===== src/rtl/deal_sequencer.sv =====
// Card deal sequencer: pulls codes from a random source over valid/ready,
// rejects out-of-range and duplicate codes, and packs accepted cards in slot order.
module deal_sequencer #(
  parameter int NUM_CARDS  = 9,
  parameter int CARD_W     = 6,
  parameter int DECK_SIZE  = 52,
  parameter int MAX_REJECT = 64
) (
  input  logic                          clk,
  input  logic                          reset,
  input  logic                          start,
  input  logic                          abort,
  output logic                          rng_req,
  input  logic                          rng_valid,
  input  logic [CARD_W-1:0]             rng_card,
  output logic [NUM_CARDS*CARD_W-1:0]   dealt_cards,
  output logic [3:0]                    card_count,
  output logic                          all_cards_dealt,
  output logic                          busy,
  output logic                          err_stuck,
  output logic [7:0]                    reject_total
);

  localparam int CONSEC_W = $clog2(MAX_REJECT + 1);

  typedef enum logic [1:0] {IDLE, DRAW, DONE, ERROR} stateT;

  stateT                        stateReg, stateNext;
  logic [DECK_SIZE-1:0]         usedReg;
  logic [DECK_SIZE-1:0]         cardHot;
  logic [NUM_CARDS*CARD_W-1:0]  dealtReg, dealtNext;
  logic [3:0]                   countReg;
  logic [7:0]                   rejTotalReg;
  logic [CONSEC_W-1:0]          consecReg;

  logic inRange, cardFresh, xfer, acceptXfer, rejectXfer, clearDeal;
  logic lastCard, consecFull;

  // One-hot decode of the candidate; only meaningful once the range check passes.
  for (genvar gi = 0; gi < DECK_SIZE; gi++) begin : gHot
    assign cardHot[gi] = (rng_card == CARD_W'(gi));
  end

  assign inRange    = (32'(rng_card) < DECK_SIZE);
  assign cardFresh  = inRange && ((cardHot & usedReg) == '0);
  assign xfer       = (stateReg == DRAW) && rng_valid && !abort;
  assign acceptXfer = xfer && cardFresh;
  assign rejectXfer = xfer && !cardFresh;
  assign clearDeal  = abort || (start && (stateReg != DRAW));
  assign lastCard   = (countReg == 4'(NUM_CARDS - 1));
  assign consecFull = (consecReg == CONSEC_W'(MAX_REJECT - 1));

  for (genvar gi = 0; gi < NUM_CARDS; gi++) begin : gSlot
    assign dealtNext[gi*CARD_W +: CARD_W] =
      clearDeal                             ? '0       :
      (acceptXfer && countReg == 4'(gi))    ? rng_card :
                                              dealtReg[gi*CARD_W +: CARD_W];
  end

  always_ff @(posedge clk or negedge reset) begin
    if (!reset) stateReg <= IDLE;
    else        stateReg <= stateNext;
  end

  always_comb begin
    stateNext = stateReg;
    if (abort) begin
      stateNext = IDLE;
    end else begin
      case (stateReg)
        IDLE:  if (start) stateNext = DRAW;
        // An accept clears the reject run, so completing the deal wins over a stuck source.
        DRAW: begin
          if (acceptXfer && lastCard)       stateNext = DONE;
          else if (rejectXfer && consecFull) stateNext = ERROR;
        end
        DONE:  if (start) stateNext = DRAW;
        ERROR: if (start) stateNext = DRAW;
        default: stateNext = IDLE;
      endcase
    end
  end

  always_comb begin
    rng_req         = (stateReg == DRAW);
    busy            = (stateReg == DRAW);
    all_cards_dealt = (stateReg == DONE);
    err_stuck       = (stateReg == ERROR);
  end

  always_ff @(posedge clk or negedge reset) begin
    if (!reset) begin
      dealtReg    <= '0;
      countReg    <= '0;
      usedReg     <= '0;
      rejTotalReg <= '0;
      consecReg   <= '0;
    end else begin
      dealtReg <= dealtNext;
      if (clearDeal) begin
        countReg    <= '0;
        usedReg     <= '0;
        rejTotalReg <= '0;
        consecReg   <= '0;
      end else if (acceptXfer) begin
        countReg  <= countReg + 4'd1;
        usedReg   <= usedReg | cardHot;
        consecReg <= '0;
      end else if (rejectXfer) begin
        if (rejTotalReg != 8'hFF) rejTotalReg <= rejTotalReg + 8'd1;
        consecReg <= consecReg + CONSEC_W'(1);
      end
    end
  end

  assign dealt_cards  = dealtReg;
  assign card_count   = countReg;
  assign reject_total = rejTotalReg;

endmodule


===== config.mk =====
export PLATFORM = sky130hd
export DESIGN_NAME = deal_sequencer
export DESIGN_NICKNAME = d
export VERILOG_FILES = /design/src/rtl/deal_sequencer.sv
export SDC_FILE = /design/constraint.sdc
export NUM_CORES = 1
export LEC_CHECK = 0
export BUFFER_PORTS_ARGS = -buffer_cell sky130_fd_sc_hd__buf_2
export CAP_MARGIN = 40
export CORE_ASPECT_RATIO = 1.75
export CORE_MARGIN = 4
export CORE_UTILIZATION = 46
export CTS_CLUSTER_SIZE = 8
export DETAILED_ROUTE_END_ITERATION = 7
export PLACE_DENSITY = 0.74
export SKIP_CTS_REPAIR_TIMING = 1
export SLEW_MARGIN = 30
export SYNTH_ARGS = -nofsm -noshare
export SYNTH_HDL_FRONTEND = slang
export SYNTH_SLANG_ARGS = --single-unit

===== constraint.sdc =====
create_clock -name clk -period 2.16 [get_ports clk]
set_clock_uncertainty 0.1 [all_clocks]
set_input_delay 0.324 -clock clk [delete_from_list [all_inputs] [get_ports clk]]
set_output_delay 0.324 -clock clk [all_outputs]
set_load 0.01 [all_outputs]

==> results.sh, run 1 <==
export IMPL_powerDensity_nw_per_um2=669
export IMPL_die_h_um=165
export IMPL_grt_use_total_pct=24.1
export IMPL_hp_class="input pin to register"
export IMPL_synth_nets=607
export IMPL_antenna_found_initial=0
export IMPL_die_w_um=97.9
export IMPL_cp_required_ns=2.34
export IMPL_synth_top_area_share_pct=48.8
export IMPL_drtIter0Drc=445
export IMPL_ys_seq_area_share_pct=48.8
export IMPL_synthMostInstantiatedCell="dfrtp_1"
export IMPL_p_switching_w=0.00160
export IMPL_drv_slew=0
export IMPL_synthTopCellsByArea="dfrtp_1 (49%), mux2i_1 (9.7%), nand2_1 (6.7%)"
export IMPL_dieArea_um2=16200
export IMPL_grt_overflow=0
export IMPL_vias=5672
export IMPL_grtUsageMet1_pct=26.1
export IMPL_crit_type="register to register"
export IMPL_syn_inst=590
export IMPL_setup_tns_ns=-17.72
export IMPL_synth_cell_area_um2=6510
export IMPL_synth_common_cells="dfrtp_1 (127), nand2_1 (117), mux2i_1 (63)"
export IMPL_cp_max_fo=6
export IMPL_io_buffers=80
export IMPL_grt_max_degree=64
export IMPL_r2r_end="dealt_cards[29]"
export IMPL_grt_first_pass_wirelength_mm=30.5
export IMPL_ys_flop_type="dfrtp_1"
export IMPL_wl_per_cell_um=20.9
export IMPL_ir_worst_vdd_uv=535
export IMPL_clk_path_buf_depth=2
export IMPL_antenna_left=0
export IMPL_critPathLaunchType="register"
export IMPL_r2r_cells=8
export IMPL_totalWireLength_mm=19.8
export IMPL_cts_sinks=127
export IMPL_dp_hpwl_mm=14.1
export IMPL_min_to="stateReg[0]"
export IMPL_gp_congestion=0.955
export IMPL_r2r_start="usedReg[51]"
export IMPL_seq_power_share_pct=40.7
export IMPL_diodes=0
export IMPL_place_ws_ns=-0.652
export IMPL_power_frac_comb_pct=10.3
export IMPL_drv_cap=0
export IMPL_core_um2=13900
export IMPL_io_pins=81
export IMPL_synth_edff_count=0
export IMPL_cts_tree="done"
export IMPL_clkTransAtPathRegs_ns=0.07
export IMPL_synthArstFlopShare_pct=100
export IMPL_setup_slack_ns=-0.239
export IMPL_timing_hold_violations_final=0
export IMPL_fin_util_pct=63.0
export IMPL_power_share_clock_pct=48.9
export IMPL_outcome="finished, violations left"
export IMPL_leakage_nw=4.39
export IMPL_power_internal_w=0.00427
export IMPL_whs_ns=0.0548
export IMPL_yosys_area_top_type="dfrtp_1"
export IMPL_violations="negative setup slack"
export IMPL_drc_errors=0
export IMPL_synth_cell_types=77
export IMPL_max_freq_mhz=417
export IMPL_drive_above_1_share_pct=39.9
export IMPL_start_util_pct=46.8
export IMPL_ys_warnings_count=0
export IMPL_cts_buffers=17
export IMPL_grt_busiest_layer="met2"
export IMPL_min_from="abort"
export IMPL_h_tree_depth=4
export IMPL_ys_ff_latch=127
export IMPL_reg2reg_slack_ns=-0.24
export IMPL_grt_met2_usage_pct=43.7
export IMPL_period_share_pct=111
export IMPL_rows=57
export IMPL_rsz0062_at_grt="true"
export IMPL_root_buffer="clkbuf_16"
export IMPL_syn_avg_cell_area_um2=11.0
export IMPL_p_sw_share_pct=27.3
export IMPL_min_path_cells=2
export IMPL_clkLatencyLatePin_ns=0.42
export IMPL_worstMarginPinSlew_ns=0.493
export IMPL_viasPerCell=5.98
export IMPL_grt_pass1_vias=5672
export IMPL_grt_util_met3_pct=5.13
export IMPL_period_needed_ns=2.40
export IMPL_num_nets_final=776
export IMPL_finalPower_w=0.00587
export IMPL_arrival_ns=2.58
export IMPL_area_delta_synth_final_pct=34.7
export IMPL_dr_pass1_iters=5
export IMPL_end_kind="register"
export IMPL_setup_viol=126
export IMPL_relSlewSlack_pct=67.1
[registers in the layout, indices dropped and copies added, names as in the netlist]
| signal | count |
|---|---|
| reject_total | 8 |
| consecReg | 7 |
| usedReg | 52 |
| stateReg | 2 |
| card_count | 4 |
| dealt_cards | 54 |
[cells by family after synthesis]
family / Yosys count / share of synthesized area, %
buf+inv: 50 / 5.15
simple gates: 221 / 20.6
flops: 127 / 48.8
mux: 67 / 10.6
xor+xnor: 2 / 0.269
fa+ha+maj: 6 / 1.15
compound gates: 117 / 13.4
[worst max-delay path: stages, from the launching register on]
cell,delay (ns)
dfrtp_1,0.41
a311o_1,0.33
a211o_1,0.29
o41a_1,0.13
and4b_4,0.39
buf_4,0.14
clkbuf_16,0.14
nand4_4,0.17
mux2i_1,0.18
[final cells by class]
cell class,instances,area [um^2]
clock buffers,17,425
multi-input cells,413,3260
flip-flops and latches,127,3180
well taps,177,221
repair buffers,192,1490
clock inverters,15,163
fillers,1044,5140
inverters,8,30.0
[layer usage]
metal	share of wire, %	routed length [um]	vias up
met4	5.6	1100	0
met5	0	0	-
met1	36	7110	2811
li1	-	-	2495
met3	5.2	1040	89
met2	53	10600	277
[metrics by stage]
stage,cells,instance area (um^2)
floorplan,590,6530
global placement,896,7670
detailed placement,896,7670
CTS,928,8260
global route,949,8760
finish,949,8760
[how the worst max path moves through the flow]
| stage | from | end |
|---|---|---|
| final | usedReg[51] | dealt_cards[29] |
| after global placement | rng_card[1] | consecReg[3] |
| after floorplan | rng_card[1] | consecReg[2] |
| after detailed placement | rng_card[1] | consecReg[0] |
| after global routing | usedReg[51] | dealt_cards[27] |
| after CTS | usedReg[34] | consecReg[0] |
[power groups by stage]
stage / clock network [W] / registers, W / logic [W]
floorplan: 0 / 0.00244 / 0.000270
global placement: 0 / 0.00243 / 0.000499
detailed placement: 0 / 0.00243 / 0.000507
CTS: 0.00289 / 0.00239 / 0.000509
global route: 0.00301 / 0.00239 / 0.000642
finish: 0.00287 / 0.00239 / 0.000606
[placed cells by master (no fill, tap or decap), types with 7 or more instances in the layout]
cell,count
inv_6,9
buf_2,76
nand3_1,14
a32o_1,17
buf_4,88
clkbuf_16,18
nand4_4,8
buf_12,13
a21oi_1,7
nor2_1,16
mux2i_1,60
o21ai_2,23
dfrtp_1,127
nand2_1,116
buf_6,12
a22o_1,12
(Power assumes the default switching activity.)
==> run 2: changes to the inputs <==
--- a/config.mk
+++ b/config.mk
@@ -7,12 +7,14 @@
 export LEC_CHECK = 0
 export BUFFER_PORTS_ARGS = -buffer_cell sky130_fd_sc_hd__buf_2
 export CAP_MARGIN = 40
+export CELL_PAD_IN_SITES_DETAIL_PLACEMENT = 0
+export CELL_PAD_IN_SITES_GLOBAL_PLACEMENT = 1
 export CORE_ASPECT_RATIO = 1.75
 export CORE_MARGIN = 4
 export CORE_UTILIZATION = 46
 export CTS_CLUSTER_SIZE = 8
 export DETAILED_ROUTE_END_ITERATION = 7
-export PLACE_DENSITY = 0.74
+export PLACE_DENSITY = 0.86
 export SKIP_CTS_REPAIR_TIMING = 1
 export SLEW_MARGIN = 30
 export SYNTH_ARGS = -nofsm -noshare
==> constraint.sdc (replaced) <==
create_clock -name clk -period 2.95 [get_ports clk]
set_clock_uncertainty 0.1 [all_clocks]
set_input_delay 0.295 -clock clk [delete_from_list [all_inputs] [get_ports clk]]
set_output_delay 0.295 -clock clk [all_outputs]
set_load 0.01 [all_outputs]
==> run 2 against run 1 <==
  * The flow now finishes without violations
  * Die area unchanged
  * Setup slack better by 0.58 ns
  * Sequential share of layout area grew 4.5 points
  * Global-route usage is 0.29 points lower
==> results.sh, run 2 (synthesis gave the netlist of run 1 again) <==
export IMPL_outcome="finished, final reports clean"
export IMPL_clk_path_buf_depth=2
export IMPL_period_share_pct=88.3
export IMPL_rows=57
export IMPL_max_freq_mhz=384
export IMPL_grt_max_degree=66
export IMPL_vias=5212
export IMPL_grt_use_total_pct=23.9
export IMPL_die_w_um=97.9
export IMPL_drc_errors=0
export IMPL_start_util_pct=46.8
export IMPL_largest_register_ffs=54
export IMPL_antenna_found_initial=0
export IMPL_r2r_end="dealt_cards[16]"
export IMPL_power_internal_w=0.00311
export IMPL_dp_hpwl_mm=13.5
export IMPL_clkLatencyLatePin_ns=0.42
export IMPL_period_needed_ns=2.60
export IMPL_cp_startpoint="usedReg[34]"
export IMPL_crit_type="register to register"
export IMPL_die_h_um=165
export IMPL_num_nets_final=704
export IMPL_critPathCapture="dealt_cards[16]"
export IMPL_grt_first_pass_wirelength_mm=30.1
export IMPL_cp_max_fo=11
export IMPL_p_sw_share_pct=25.3
export IMPL_power_frac_comb_pct=7.7
export IMPL_hp_class="input pin to register"
export IMPL_seq_power_share_pct=42.0
export IMPL_setup_viol=0
export IMPL_dr_pass1_iters=4
export IMPL_area_delta_synth_final_pct=19.8
export IMPL_fillCellCount=1209
export IMPL_relSlewSlack_pct=48.1
export IMPL_h_tree_depth=4
export IMPL_clkTransAtPathRegs_ns=0.06
export IMPL_wl_per_cell_um=21.2
export IMPL_finalInstanceArea_um2=7800
export IMPL_core_um2=13900
export IMPL_layout_commonest_cell="dfrtp_1"
export IMPL_cts_sinks=127
export IMPL_r2r_start="usedReg[34]"
export IMPL_ir_worst_vdd_uv=304
export IMPL_cts_buffers=17
export IMPL_setup_slack_ns=0.346
export IMPL_grt_overflow=0
export IMPL_rsz0062_at_grt="false"
export IMPL_drtIter0Drc=331
export IMPL_gp_congestion=0.969
export IMPL_powerDensity_nw_per_um2=535
export IMPL_leakage_nw=3.92
export IMPL_totalWireLength_mm=18.6
export IMPL_multi_input_area_um2=3010
export IMPL_drive_above_1_share_pct=27.0
export IMPL_r2r_cells=8
export IMPL_regArea_um2=3180
export IMPL_place_ws_ns=-0.0315
export IMPL_p_switching_w=0.00106
export IMPL_antenna_left=0
export IMPL_drv_cap=0
export IMPL_end_kind="register"
export IMPL_dieArea_um2=16200
export IMPL_power_share_clock_pct=50.3
export IMPL_cts_tree="done"
export IMPL_worstMarginPinSlew_ns=0.775
export IMPL_io_buffers=80
export IMPL_final_cell_mix="dfrtp_1 (127), nand2_1 (117), buf_2 (79)"
export IMPL_arrival_ns=2.77
export IMPL_diodes=0
export IMPL_reg2reg_slack_ns=0.35
export IMPL_timing_hold_violations_final=0
export IMPL_io_pins=81
export IMPL_place_area_um2=7180
export IMPL_viasPerCell=5.94
export IMPL_critPathLaunchType="register"
export IMPL_grt_pass1_vias=5538
export IMPL_drv_slew=0
export IMPL_root_buffer="clkbuf_16"
export IMPL_cp_required_ns=3.12
==> run 2: cell count changes in the layout (fill, tap and decap cells not counted), sizes merged <==
cell,change
buf,-71
bufinv,+1
clkinv,+5
inv,-7
==> run 2: per-stage QoR <==
step / cells / util (%) / total power, W / hold WS [ns] / TNS [ns]
2_1_floorplan: 590 / - / 0.00198 / -0.101 / 0
4_1_cts: 875 / 55.9 / 0.00418 / -0.0982 / 0
3_3_place_gp: 843 / 51.6 / 0.00209 / 0.342 / 0
3_5_place_dp: 843 / 51.6 / 0.00210 / 0.342 / -0.0911
5_1_grt: 877 / 56.1 / 0.00430 / 0.0511 / 0
6_report: 877 / 56.1 / 0.00417 / 0.0319 / 0
==> run 2: area by class of cell <==
class / instances / area share (%)
Sequential cell: 127 / 40.7
Multi-Input combinational cell: 413 / 38.6
Clock buffer: 18 / 5.63
Tap cell: 177 / 2.84
Clock inverter: 14 / 1.99
Inverter: 8 / 0.385
Timing Repair Buffer: 120 / 9.85
==> run 2: critical path, stage by stage (launching register included) <==
cell and delay, ns:
dfrtp_1 0.39, nand3b_1 0.13, o21ai_1 0.08, a32o_1 0.26
o41a_1 0.43, and4b_2 0.34, buf_4 0.29, nand4_4 0.23
mux2i_1 0.19
==> run 2: power groups by stage <==
stage,clock (W),sequential (W),combinational [W]
after floorplan,0,0.00178,0.000194
after global placement,0,0.00178,0.000311
after detailed placement,0,0.00178,0.000316
after CTS,0.00211,0.00175,0.000317
after global routing,0.00220,0.00175,0.000347
final,0.00210,0.00175,0.000321
==> run 2: how the worst min path moves through the flow <==
| stage | from | to | slack, ns | cells past startpoint |
|---|---|---|---|---|
| final | abort | stateReg[0] | 0.03 | 2 |
| after global routing | abort | stateReg[0] | 0.05 | 2 |
| after CTS | reset | dealt_cards[16] | -0.1 | 1 |
| after detailed placement | reset | dealt_cards[16] | 0.34 | 1 |
| after global placement | reset | dealt_cards[15] | 0.34 | 1 |
| after floorplan | reset | card_count[0] | -0.10 | 0 |
==> run 2: metal layers <==
| layer | GRT usage [%] | wire length [um] | up-vias |
|---|---|---|---|
| li1 | - | - | 2340 |
| met1 | 25.1 | 6650 | 2592 |
| met2 | 43.2 | 9910 | 216 |
| met3 | 4.20 | 904 | 64 |
| met4 | 15.7 | 1140 | 0 |
| met5 | 0 | 0 | - |
==> run 3: changes to the inputs <==
--- a/config.mk
+++ b/config.mk
@@ -5,6 +5,7 @@
 export SDC_FILE = /design/constraint.sdc
 export NUM_CORES = 1
 export LEC_CHECK = 0
+export ABC_AREA = 1
 export BUFFER_PORTS_ARGS = -buffer_cell sky130_fd_sc_hd__buf_2
 export CAP_MARGIN = 40
 export CELL_PAD_IN_SITES_DETAIL_PLACEMENT = 0
@@ -14,7 +15,7 @@
 export CORE_UTILIZATION = 46
 export CTS_CLUSTER_SIZE = 8
 export DETAILED_ROUTE_END_ITERATION = 7
-export PLACE_DENSITY = 0.86
+export PLACE_DENSITY = 0.91
 export SKIP_CTS_REPAIR_TIMING = 1
 export SLEW_MARGIN = 30
 export SYNTH_ARGS = -nofsm -noshare
==> run 3 against run 2 <==
  * Flip-flop and latch count stayed put
  * Power is 2.5% higher
  * Core utilization is 0.18 points lower
  * Area after synthesis is 2.9% lower
  * Final cell count is 24% higher
  * Design area is 3.6% lower
  * Combinational power is 10% lower
  * Maximum frequency is 7.1% higher
  * Sequential share of layout area is 1.5 points higher
  * Critical path depth is 6 higher
  * Non-clock buffer count is 28 lower
  * Routed wire length is 10% lower
  * Critical endpoint is now dealt_cards[5]
==> results.sh, run 3 <==
export IMPL_synth_nets=840
export IMPL_r2r_cells=8
export IMPL_critPathLaunchType="input pin"
export IMPL_area_delta_synth_final_pct=19.0
export IMPL_outcome="finished, final reports clean"
export IMPL_finalPower_w=0.00428
export IMPL_drc_errors=0
export IMPL_synthArstFlopShare_pct=100
export IMPL_drive_above_1_share_pct=15.4
export IMPL_multi_input_area_um2=2650
export IMPL_synth_cell_types=28
export IMPL_clkLatencyLatePin_ns=0.42
export IMPL_diodes=0
export IMPL_synth_edff_count=0
export IMPL_timing_hold_violations_final=0
export IMPL_critPathMaxStageDelay_ns=0.38
export IMPL_totalWireLength_mm=16.7
export IMPL_cp_required_ns=3.11
export IMPL_rsz0062_at_grt="false"
export IMPL_grt_use_total_pct=22.2
export IMPL_cts_sinks=127
export IMPL_syn_avg_cell_area_um2=7.68
export IMPL_drv_slew=0
export IMPL_crit_type="input pin to register"
export IMPL_cts_buffers=17
export IMPL_io_buffers=80
export IMPL_ir_worst_vdd_uv=366
export IMPL_ys_ff_latch=127
export IMPL_placed_cells=1051
export IMPL_antenna_found_initial=0
export IMPL_setup_tns_ns=0
export IMPL_io_pins=81
export IMPL_max_freq_mhz=411
export IMPL_cp_top_family="simple AND/OR/NAND/NOR gates"
export IMPL_period_needed_ns=2.43
export IMPL_grt_overflow=0
export IMPL_layoutNonFillerInstCount=1084
export IMPL_min_to="stateReg[0]"
export IMPL_drv_cap=0
export IMPL_arrival_ns=2.59
export IMPL_die_w_um=96.6
export IMPL_final_cell_mix="nand2_1 (195), dfrtp_1 (127), nand3_1 (118)"
export IMPL_leakage_nw=3.76
export IMPL_dr_pass1_iters=5
export IMPL_dp_hpwl_mm=12.0
export IMPL_wl_per_cell_um=15.4
export IMPL_clk_path_buf_depth=2
export IMPL_clkTransAtPathRegs_ns=0.06
export IMPL_regArea_um2=3180
export IMPL_core_um2=13500
export IMPL_synthMostInstantiatedCell="nand2_1"
export IMPL_largest_register_ffs=54
export IMPL_h_tree_depth=4
export IMPL_reg2reg_slack_ns=0.57
export IMPL_grt_pass1_vias=5394
export IMPL_synthTopCellsByArea="dfrtp_1 (50%), nand2_1 (12%), nand3_1 (9.3%)"
export IMPL_period_share_pct=82.4
export IMPL_die_h_um=163
export IMPL_layout_commonest_cell="nand2_1"
export IMPL_synth_common_cells="nand2_1 (195), dfrtp_1 (127), nand3_1 (118)"
export IMPL_root_buffer="clkbuf_16"
export IMPL_ys_warnings_count=0
export IMPL_grt_first_pass_wirelength_mm=26.9
export IMPL_fillCellCount=1340
export IMPL_rows=56
export IMPL_r2r_end="dealt_cards[50]"
export IMPL_cts_tree="done"
export IMPL_min_path_cells=6
export IMPL_antenna_left=0
export IMPL_min_from="abort"
export IMPL_r2r_start="stateReg[0]"
export IMPL_crit_chain="buf_2 -> inv_2 -> nand2_2 -> inv_1 -> nand3_1 -> nand2_1 -> nor2_1 -> nand2_1 -> nor2_1 -> nand2_1 -> nor2_4 -> nand3_1 -> nand3_1 -> o21ai_0"
export IMPL_grt_max_degree=93
export IMPL_cp_max_fo=16
export IMPL_vias=5648
export IMPL_drtIter0Drc=239
export IMPL_ys_seq_area_share_pct=50.3
export IMPL_num_nets_final=914
export IMPL_syn_inst=823
export IMPL_start_util_pct=47.0
export IMPL_hp_class="input pin to register"
export IMPL_relSlewSlack_pct=63.5
export IMPL_yosys_area_top_type="dfrtp_1"
export IMPL_cp_slowest_cell="nand3_1"
export IMPL_synth_cell_area_um2=6320
export IMPL_synth_top_area_share_pct=50.3
export IMPL_dieArea_um2=15700
export IMPL_viasPerCell=5.21
export IMPL_path_buf_inv=3
export IMPL_worstMarginPinSlew_ns=0.548
export IMPL_ys_flop_type="dfrtp_1"
export IMPL_setup_viol=0
export IMPL_end_kind="register"
export IMPL_gp_congestion=0.882
export IMPL_powerDensity_nw_per_um2=569
[run 3: cell count changes in the layout (fill, tap and decap cells not counted), moves of 17 or more]
| cell | change |
|---|---|
| mux2i_1 | -63 |
| nor2_1 | +67 |
| buf_4 | -25 |
| nand2_1 | +78 |
| nand3_1 | +103 |
| o21ai_1 | +21 |
| inv_1 | +80 |
| o21ai_0 | +29 |
| a21oi_1 | +22 |
| a32o_1 | -17 |
[run 3: worst max-delay path by stage]
stage / startpoint / slack, ns / cells past startpoint / to
floorplan: stateReg[1] / 0.95 / 10 / dealt_cards[6]
global placement: rng_card[4] / 0.17 / 14 / dealt_cards[17]
detailed placement: rng_card[5] / 0.15 / 13 / dealt_cards[14]
CTS: rng_card[5] / 0.51 / 13 / dealt_cards[5]
global route: rng_card[4] / 0.29 / 14 / dealt_cards[5]
finish: rng_card[4] / 0.52 / 14 / dealt_cards[5]
[run 3: per-stage QoR]
| stage | hold slack, ns | utilization, % | area, um^2 | setup WS, ns |
|---|---|---|---|---|
| after global placement | 0.188 | 51.2 | 6890 | 0.168 |
| after global routing | 0.259 | 55.9 | 7520 | 0.289 |
| final | 0.170 | 55.9 | 7520 | 0.519 |
| after floorplan | -0.101 | - | 6320 | 0.947 |
| after detailed placement | 0.187 | 51.2 | 6890 | 0.148 |
| after CTS | -0.254 | 55.8 | 7510 | 0.505 |
[run 3: area by class of cell]
type,count,share of cell area [%]
Clock inverter,15,2.63
Tap cell,174,2.89
Inverter,89,4.44
Clock buffer,17,5.66
Multi-Input combinational cell,570,35.2
Sequential cell,127,42.3
Timing Repair Buffer,92,6.92
[run 3: cell families after synthesis]
| kind of cell | share of synthesized area, % |
|---|---|
| and+or+nand+nor | 29.3 |
| DFF | 50.3 |
| buffers and inverters | 7.98 |
| AOI/OAI and AO/OA | 10.2 |
| xor gates and xnor gates | 0.970 |
| adders and majority gates | 1.19 |
[run 3: power by group]
part | switching (W) | leakage (nW) | internal, W | total, W
Sequential | 0.0000140 | 1.77 | 0.00176 | 0.00177
Combinational | 0.000225 | 1.69 | 0.0000637 | 0.000289
Clock | 0.000857 | 0.299 | 0.00136 | 0.00221
Total | 0.00110 | 3.76 | 0.00318 | 0.00428
[run 3: metal layers]
| metal | share of wire, % | vias to the layer above | global-route usage [%] |
|---|---|---|---|
| li1 | - | 2813 | - |
| met1 | 39 | 2653 | 25.5 |
| met2 | 52 | 137 | 38.0 |
| met4 | 4.7 | 0 | 11.9 |
| met3 | 3.8 | 45 | 4.38 |
| met5 | 0 | - | 0 |
[run 3: worst min-delay path: cells and delay by family]
family | cells | cell delay (ns)
simple gates | 2 | 0.12
buf+inv | 4 | 0.23
